File: src/rtl/riscv_mc_control.sv
// Multicycle RV32 control FSM: steps each instruction through fetch/decode/execute/memory/writeback and traps on bad encodings.
// Latency: control outputs are combinational from state (BEQ PCWrite also follows Zero); the counters are registered.
// Backpressure: none; the FSM advances every cycle, and TRAP holds until reset.
module riscv_mc_control #(
  parameter int CNT_W = 32
) (
  input  logic             clk,
  input  logic             reset,
  input  logic [6:0]       op,
  input  logic [2:0]       funct3,
  input  logic             funct7b5,
  input  logic             Zero,
  output logic             PCWrite,
  output logic             AdrSrc,
  output logic             MemWrite,
  output logic             IRWrite,
  output logic             RegWrite,
  output logic [1:0]       ResultSrc,
  output logic [1:0]       ALUSrcA,
  output logic [1:0]       ALUSrcB,
  output logic [1:0]       ALUControl,
  output logic [1:0]       ImmSrc,
  output logic [3:0]       state,
  output logic             illegal,
  output logic [CNT_W-1:0] cycle_count,
  output logic [CNT_W-1:0] instret_count
);

  typedef enum logic [3:0] {
    S_FETCH    = 4'd0,
    S_DECODE   = 4'd1,
    S_MEMADR   = 4'd2,
    S_MEMREAD  = 4'd3,
    S_MEMWB    = 4'd4,
    S_MEMWRITE = 4'd5,
    S_EXECR    = 4'd6,
    S_EXECI    = 4'd7,
    S_ALUWB    = 4'd8,
    S_BEQ      = 4'd9,
    S_JAL      = 4'd10,
    S_TRAP     = 4'd11
  } state_t;

  localparam logic [6:0] OP_LW  = 7'b0000011;
  localparam logic [6:0] OP_SW  = 7'b0100011;
  localparam logic [6:0] OP_R   = 7'b0110011;
  localparam logic [6:0] OP_I   = 7'b0010011;
  localparam logic [6:0] OP_BEQ = 7'b1100011;
  localparam logic [6:0] OP_JAL = 7'b1101111;

  localparam logic [1:0] ALU_ADD = 2'b00;
  localparam logic [1:0] ALU_SUB = 2'b01;
  localparam logic [1:0] ALU_AND = 2'b10;
  localparam logic [1:0] ALU_OR  = 2'b11;

  state_t state_q;
  state_t state_d;
  logic   f3_ok;
  logic   retire;

  // Only add/sub, and, or are implemented for R-type and I-type ALU ops.
  assign f3_ok  = (funct3 == 3'b000) || (funct3 == 3'b110) || (funct3 == 3'b111);
  // Every retiring state returns to FETCH on the next edge.
  assign retire = (state_q == S_MEMWB) || (state_q == S_MEMWRITE) ||
                  (state_q == S_ALUWB) || (state_q == S_BEQ);
  assign state  = state_q;

  // State register.
  always_ff @(posedge clk) begin
    if (reset) state_q <= S_FETCH;
    else       state_q <= state_d;
  end

  // Next-state logic.
  always_comb begin
    state_d = state_q;
    case (state_q)
      S_FETCH:  state_d = S_DECODE;
      S_DECODE: begin
        case (op)
          OP_LW, OP_SW: state_d = S_MEMADR;
          OP_R:         state_d = f3_ok ? S_EXECR : S_TRAP;
          OP_I:         state_d = f3_ok ? S_EXECI : S_TRAP;
          OP_BEQ:       state_d = S_BEQ;
          OP_JAL:       state_d = S_JAL;
          default:      state_d = S_TRAP;
        endcase
      end
      S_MEMADR:  state_d = (op == OP_LW) ? S_MEMREAD : S_MEMWRITE;
      S_MEMREAD: state_d = S_MEMWB;
      S_EXECR, S_EXECI, S_JAL: state_d = S_ALUWB;
      S_MEMWB, S_MEMWRITE, S_ALUWB, S_BEQ: state_d = S_FETCH;
      S_TRAP:    state_d = S_TRAP;
      default:   state_d = S_TRAP;
    endcase
  end

  // Output decode; reset forces every enable and select to zero.
  always_comb begin
    PCWrite    = 1'b0;
    AdrSrc     = 1'b0;
    MemWrite   = 1'b0;
    IRWrite    = 1'b0;
    RegWrite   = 1'b0;
    ResultSrc  = 2'b00;
    ALUSrcA    = 2'b00;
    ALUSrcB    = 2'b00;
    ALUControl = ALU_ADD;
    ImmSrc     = 2'b00;
    illegal    = 1'b0;
    if (!reset) begin
      case (op)
        OP_SW:   ImmSrc = 2'b01;
        OP_BEQ:  ImmSrc = 2'b10;
        OP_JAL:  ImmSrc = 2'b11;
        default: ImmSrc = 2'b00;
      endcase
      case (state_q)
        S_FETCH: begin
          IRWrite = 1'b1;
          PCWrite = 1'b1;
          ALUSrcB = 2'b10;
        end
        S_DECODE: begin
          // Branch/jump target lands in ALUOut for BEQ/JAL to use.
          ALUSrcA = 2'b01;
          ALUSrcB = 2'b01;
        end
        S_MEMADR: begin
          ALUSrcA = 2'b10;
          ALUSrcB = 2'b01;
        end
        S_MEMREAD: begin
          AdrSrc    = 1'b1;
          ResultSrc = 2'b10;
        end
        S_MEMWB: begin
          ResultSrc = 2'b01;
          RegWrite  = 1'b1;
        end
        S_MEMWRITE: begin
          AdrSrc    = 1'b1;
          ResultSrc = 2'b10;
          MemWrite  = 1'b1;
        end
        S_EXECR, S_EXECI: begin
          ALUSrcA = 2'b10;
          ALUSrcB = (state_q == S_EXECI) ? 2'b01 : 2'b00;
          case (funct3)
            3'b111:  ALUControl = ALU_AND;
            3'b110:  ALUControl = ALU_OR;
            // funct7b5 selects sub only for register-register ops.
            default: ALUControl = (state_q == S_EXECR && funct7b5) ? ALU_SUB : ALU_ADD;
          endcase
        end
        S_ALUWB: begin
          ResultSrc = 2'b10;
          RegWrite  = 1'b1;
        end
        S_BEQ: begin
          ALUSrcA    = 2'b10;
          ALUControl = ALU_SUB;
          ResultSrc  = 2'b10;
          PCWrite    = Zero;
        end
        S_JAL: begin
          ALUSrcA   = 2'b01;
          ALUSrcB   = 2'b10;
          ResultSrc = 2'b10;
          PCWrite   = 1'b1;
        end
        S_TRAP:  illegal = 1'b1;
        default: illegal = 1'b1;
      endcase
    end
  end

  // Free-running cycle counter and retirement counter, both wrapping.
  always_ff @(posedge clk) begin
    if (reset) begin
      cycle_count   <= '0;
      instret_count <= '0;
    end else begin
      cycle_count <= cycle_count + CNT_W'(1);
      if (retire) instret_count <= instret_count + CNT_W'(1);
    end
  end

endmodule
File: config.mk
export PLATFORM = sky130hd
export DESIGN_NAME = riscv_mc_control
export DESIGN_NICKNAME = d
export VERILOG_FILES = /design/src/rtl/riscv_mc_control.sv
export SDC_FILE = /design/constraint.sdc
export NUM_CORES = 1
export LEC_CHECK = 0
export BUFFER_PORTS_ARGS = -buffer_cell sky130_fd_sc_hd__buf_2
export CAP_MARGIN = 20
export CORE_AREA = 2 2 118 86
export CTS_CLUSTER_DIAMETER = 150
export DETAILED_ROUTE_END_ITERATION = 8
export DIE_AREA = 0 0 120 88
export PLACE_DENSITY_LB_ADDON = 0.3
export RECOVER_POWER = 100
export SLEW_MARGIN = 20
export SYNTH_ARGS = -nofsm -noshare
export SYNTH_HDL_FRONTEND = slang
export SYNTH_SLANG_ARGS = --single-unit
export TNS_END_PERCENT = 100
File: constraint.sdc
create_clock -name clk -period 2.3 [get_ports clk]
set_input_delay 0.115 -clock clk [delete_from_list [all_inputs] [get_ports clk]]
set_output_delay 0.115 -clock clk [all_outputs]
set_load 0.05 [all_outputs]
==> run metrics <==
gr ovfl total 0; Hold Vio Cnt, Final 0; Max FO, Critical Path 7; Pint 0.00211 W; register bit total from synthesis 68; Synth cell types 45; number of antenna violations at the first check in global routing 0; total wire length 9520 µm; Die X 120 µm; Core Region 9420 µm²; Nets 581; Startpoint Class flip-flop; share of cells above drive strength 1 0.162; Die Span Y 88 µm; fill cell count 996; WP data required 2.54 ns; vias in the first global route 3256; largest net degree at the start of global routing 28; r2r endpoint cycle_count[16]$_SDFF_PP0_; maximum vdd ir drop 312 µV; Post-DP HPWL 6890 µm; status finished, final reports clean; fin worst setup slack 0.117 ns; Gate Count Post-Synth 464; setup slack, reg-to-reg 0.12 ns; RR Startpoint cycle_count[0]$_SDFF_PP0_; Hold-fix buffers, CTS 0; Synth area leaders dfxtp_1, mux2_2, nor2_1, xnor2_1, a21oi_1; R2R depth 6; Max-Cap Viols 0; Max clock buf depth 2; pre-CTS WS 0.214 ns; clk_lat worst skew 0.32 ns; final period utilization 0.949; Final ANT Viol Nets 0; clock slew at reported path FFs 0.06 ns; H-tree level count 3; Crit Path Class flip-flop to flip-flop; unrepaired setup endpoints after global routing false; Reg area 1380 µm²; Achievable Freq 458 MHz; Final GP Congestion 0.813; Synth area leader dfxtp_1; leakage 1.50 nW; sequential power share 0.415; GRT Util Overall 0.181; # DRC 0; clock group share of total power 0.416; Synthesized Nets 480; Mapped Avg Cell Area 7.93 µm²; num rows 30; total number of vias 3707; CTS tree built; Netlist Area Pre-Place 3680 µm²; Ys Warns 0; full die area 10600 µm²; CP endpoint kind flip-flop; Sw Ratio 0.288; Port Buf Inserts 97; Multi-input gate area 2160 µm²; number of synthesized flops with an enable pin 0; CP startpoint cycle_count[0]$_SDFF_PP0_; Vias per Instance 5.33; Slew @ Worst Pin 1.01 ns; initial drt markers 175; Hold WC Path Type input port to flip-flop; cell area power density 651 nW/µm²; Yosys top cell area share 0.370; post-synthesis sequential area ratio 0.370; clk sinks 68; Sw Pwr 0.000853 W; Area Overhead vs Synth 23.9%; Max-slew headroom 0.326; Logic pwr share 0.169; fin crit period 2.18 ns; wire per inst 13.7 µm; fin util 0.484; Initial Util 0.391; Critical Path AT 2.42 ns; Setup Buffers After CTS 0; ANT cells 0; num ports 98; CTS root buf clkbuf_16; First-pass DRT Iterations 5; Clock Skew 0.00832 ns; Async S/R FF share, synth 0; CP endpoint cycle_count[16]$_SDFF_PP0_; Final Slew Violations 0; Main synth FF type dfxtp_1; post-CTS sizing 0; CTS Buf Count 9; final setup violation count 0; first-pass GRT wire length 15700 µm
per-layer routing:
metal	GRT usage	up-vias	part of all wire	routed length [µm]
li1	-	1873	-	-
met4	0.0503	0	0.0071	68
met2	0.264	98	0.43	4050
met3	0.0410	9	0.057	541
met5	0	-	0	0
met1	0.268	1727	0.51	4860
power groups by stage:
stage,combinational [W],clock [W],sequential (W)
6_report,0.000502,0.00123,0.00123
3_5_place_dp,0.000514,0,0.00125
3_3_place_gp,0.000509,0,0.00125
2_1_floorplan,0.000319,0,0.00132
4_1_cts,0.000516,0.00127,0.00123
5_1_grt,0.000544,0.00132,0.00123
final cells by class:
type,count,area share
well taps,128,0.0351
clock inverters,2,0.00274
repair buffers,118,0.116
flip-flops and latches,68,0.302
clock buffers,12,0.0563
multi-input cells,351,0.474
inverters,17,0.0140
cells in the final DEF (no fill, tap or decap), types with 5 or more instances in the layout:
cell type | netlist | routed
nor4_1 | 17 | 16
or4_1 | 12 | 13
nor3_1 | 24 | 20
and4_1 | 7 | 7
buf_2 | 2 | 12
clkbuf_1 | 21 | 79
buf_4 | 1 | 14
dfxtp_1 | 68 | 59
nand2b_1 | 6 | 6
a21oi_1 | 30 | 30
o21ai_0 | 16 | 16
dfxtp_2 | 0 | 8
inv_1 | 17 | 17
nand2_1 | 30 | 30
nand4_1 | 15 | 15
nor2_1 | 52 | 52
nor2b_1 | 21 | 21
clkbuf_16 | 0 | 9
xnor2_1 | 18 | 18
mux2_2 | 20 | 19
nand3_1 | 22 | 22
or3_1 | 19 | 19
o31ai_1 | 9 | 9
xor2_1 | 5 | 5
clkbuf_2 | 0 | 14
kinds of logic after synthesis:
kind of cell,Yosys count,synth area share
simple gates,235,0.342
compound gates,70,0.113
flops,68,0.370
buf+inv,45,0.0496
xor+xnor,23,0.0547
mux,21,0.0639
fa+ha+maj,2,0.00680
registers in the layout, summed over array words and instances, names as in the netlist:
signal and cells:
state 4, cycle_count 32, instret_count 32
synthesized netlist by cell type (2+ instances only):
| cell type | instances |
|---|---|
| a211oi_1 | 2 |
| a21oi_1 | 30 |
| a31oi_1 | 4 |
| and4_1 | 7 |
| buf_1 | 3 |
| buf_2 | 2 |
| clkbuf_1 | 21 |
| dfxtp_1 | 68 |
| ha_1 | 2 |
| inv_1 | 17 |
| mux2_2 | 20 |
| nand2_1 | 30 |
| nand2b_1 | 6 |
| nand3_1 | 22 |
| nand4_1 | 15 |
| nor2_1 | 52 |
| nor2b_1 | 21 |
| nor3_1 | 24 |
| nor4_1 | 17 |
| o21a_1 | 2 |
| o21ai_0 | 16 |
| o31ai_1 | 9 |
| or2_2 | 2 |
| or3_1 | 19 |
| or4_1 | 12 |
| xnor2_1 | 18 |
| xor2_1 | 5 |
worst min path at each step:
stage                                    startpoint  depth (start not counted)  slack (ns)                         to
after global placement    cycle_count[0]$_SDFF_PP0_                          1        0.43  cycle_count[0]$_SDFF_PP0_
after floorplan                               op[4]                          2        0.31        state[2]$_SDFF_PP0_
after global routing                          op[4]                          3        0.20        state[2]$_SDFF_PP0_
after detailed placement  cycle_count[0]$_SDFF_PP0_                          1        0.44  cycle_count[0]$_SDFF_PP0_
final                                         op[5]                          3        0.19        state[0]$_SDFF_PP0_
after CTS                                     op[4]                          3        0.17        state[2]$_SDFF_PP0_
worst max-delay path, stage by stage (launching register included):
cell and delay, ns:
dfxtp_1 0.42, ha_1 0.26, nand4_2 0.13, or3_1 0.42
clkbuf_2 0.19, or4_1 0.51, a21oi_1 0.16
metrics by stage:
step	std cells	hold WS, ns	total power [W]	setup TNS [ns]	instance area (µm²)
after CTS	696	0.171	0.00302	0	4680
after global placement	682	0.430	0.00176	0	4410
after detailed placement	682	0.438	0.00177	0	4410
final	696	0.189	0.00297	0	4560
after floorplan	464	0.314	0.00164	-0.367	3730
after global routing	696	0.200	0.00310	0	4560
No activity file was read; power rests on OpenSTA's default activity.
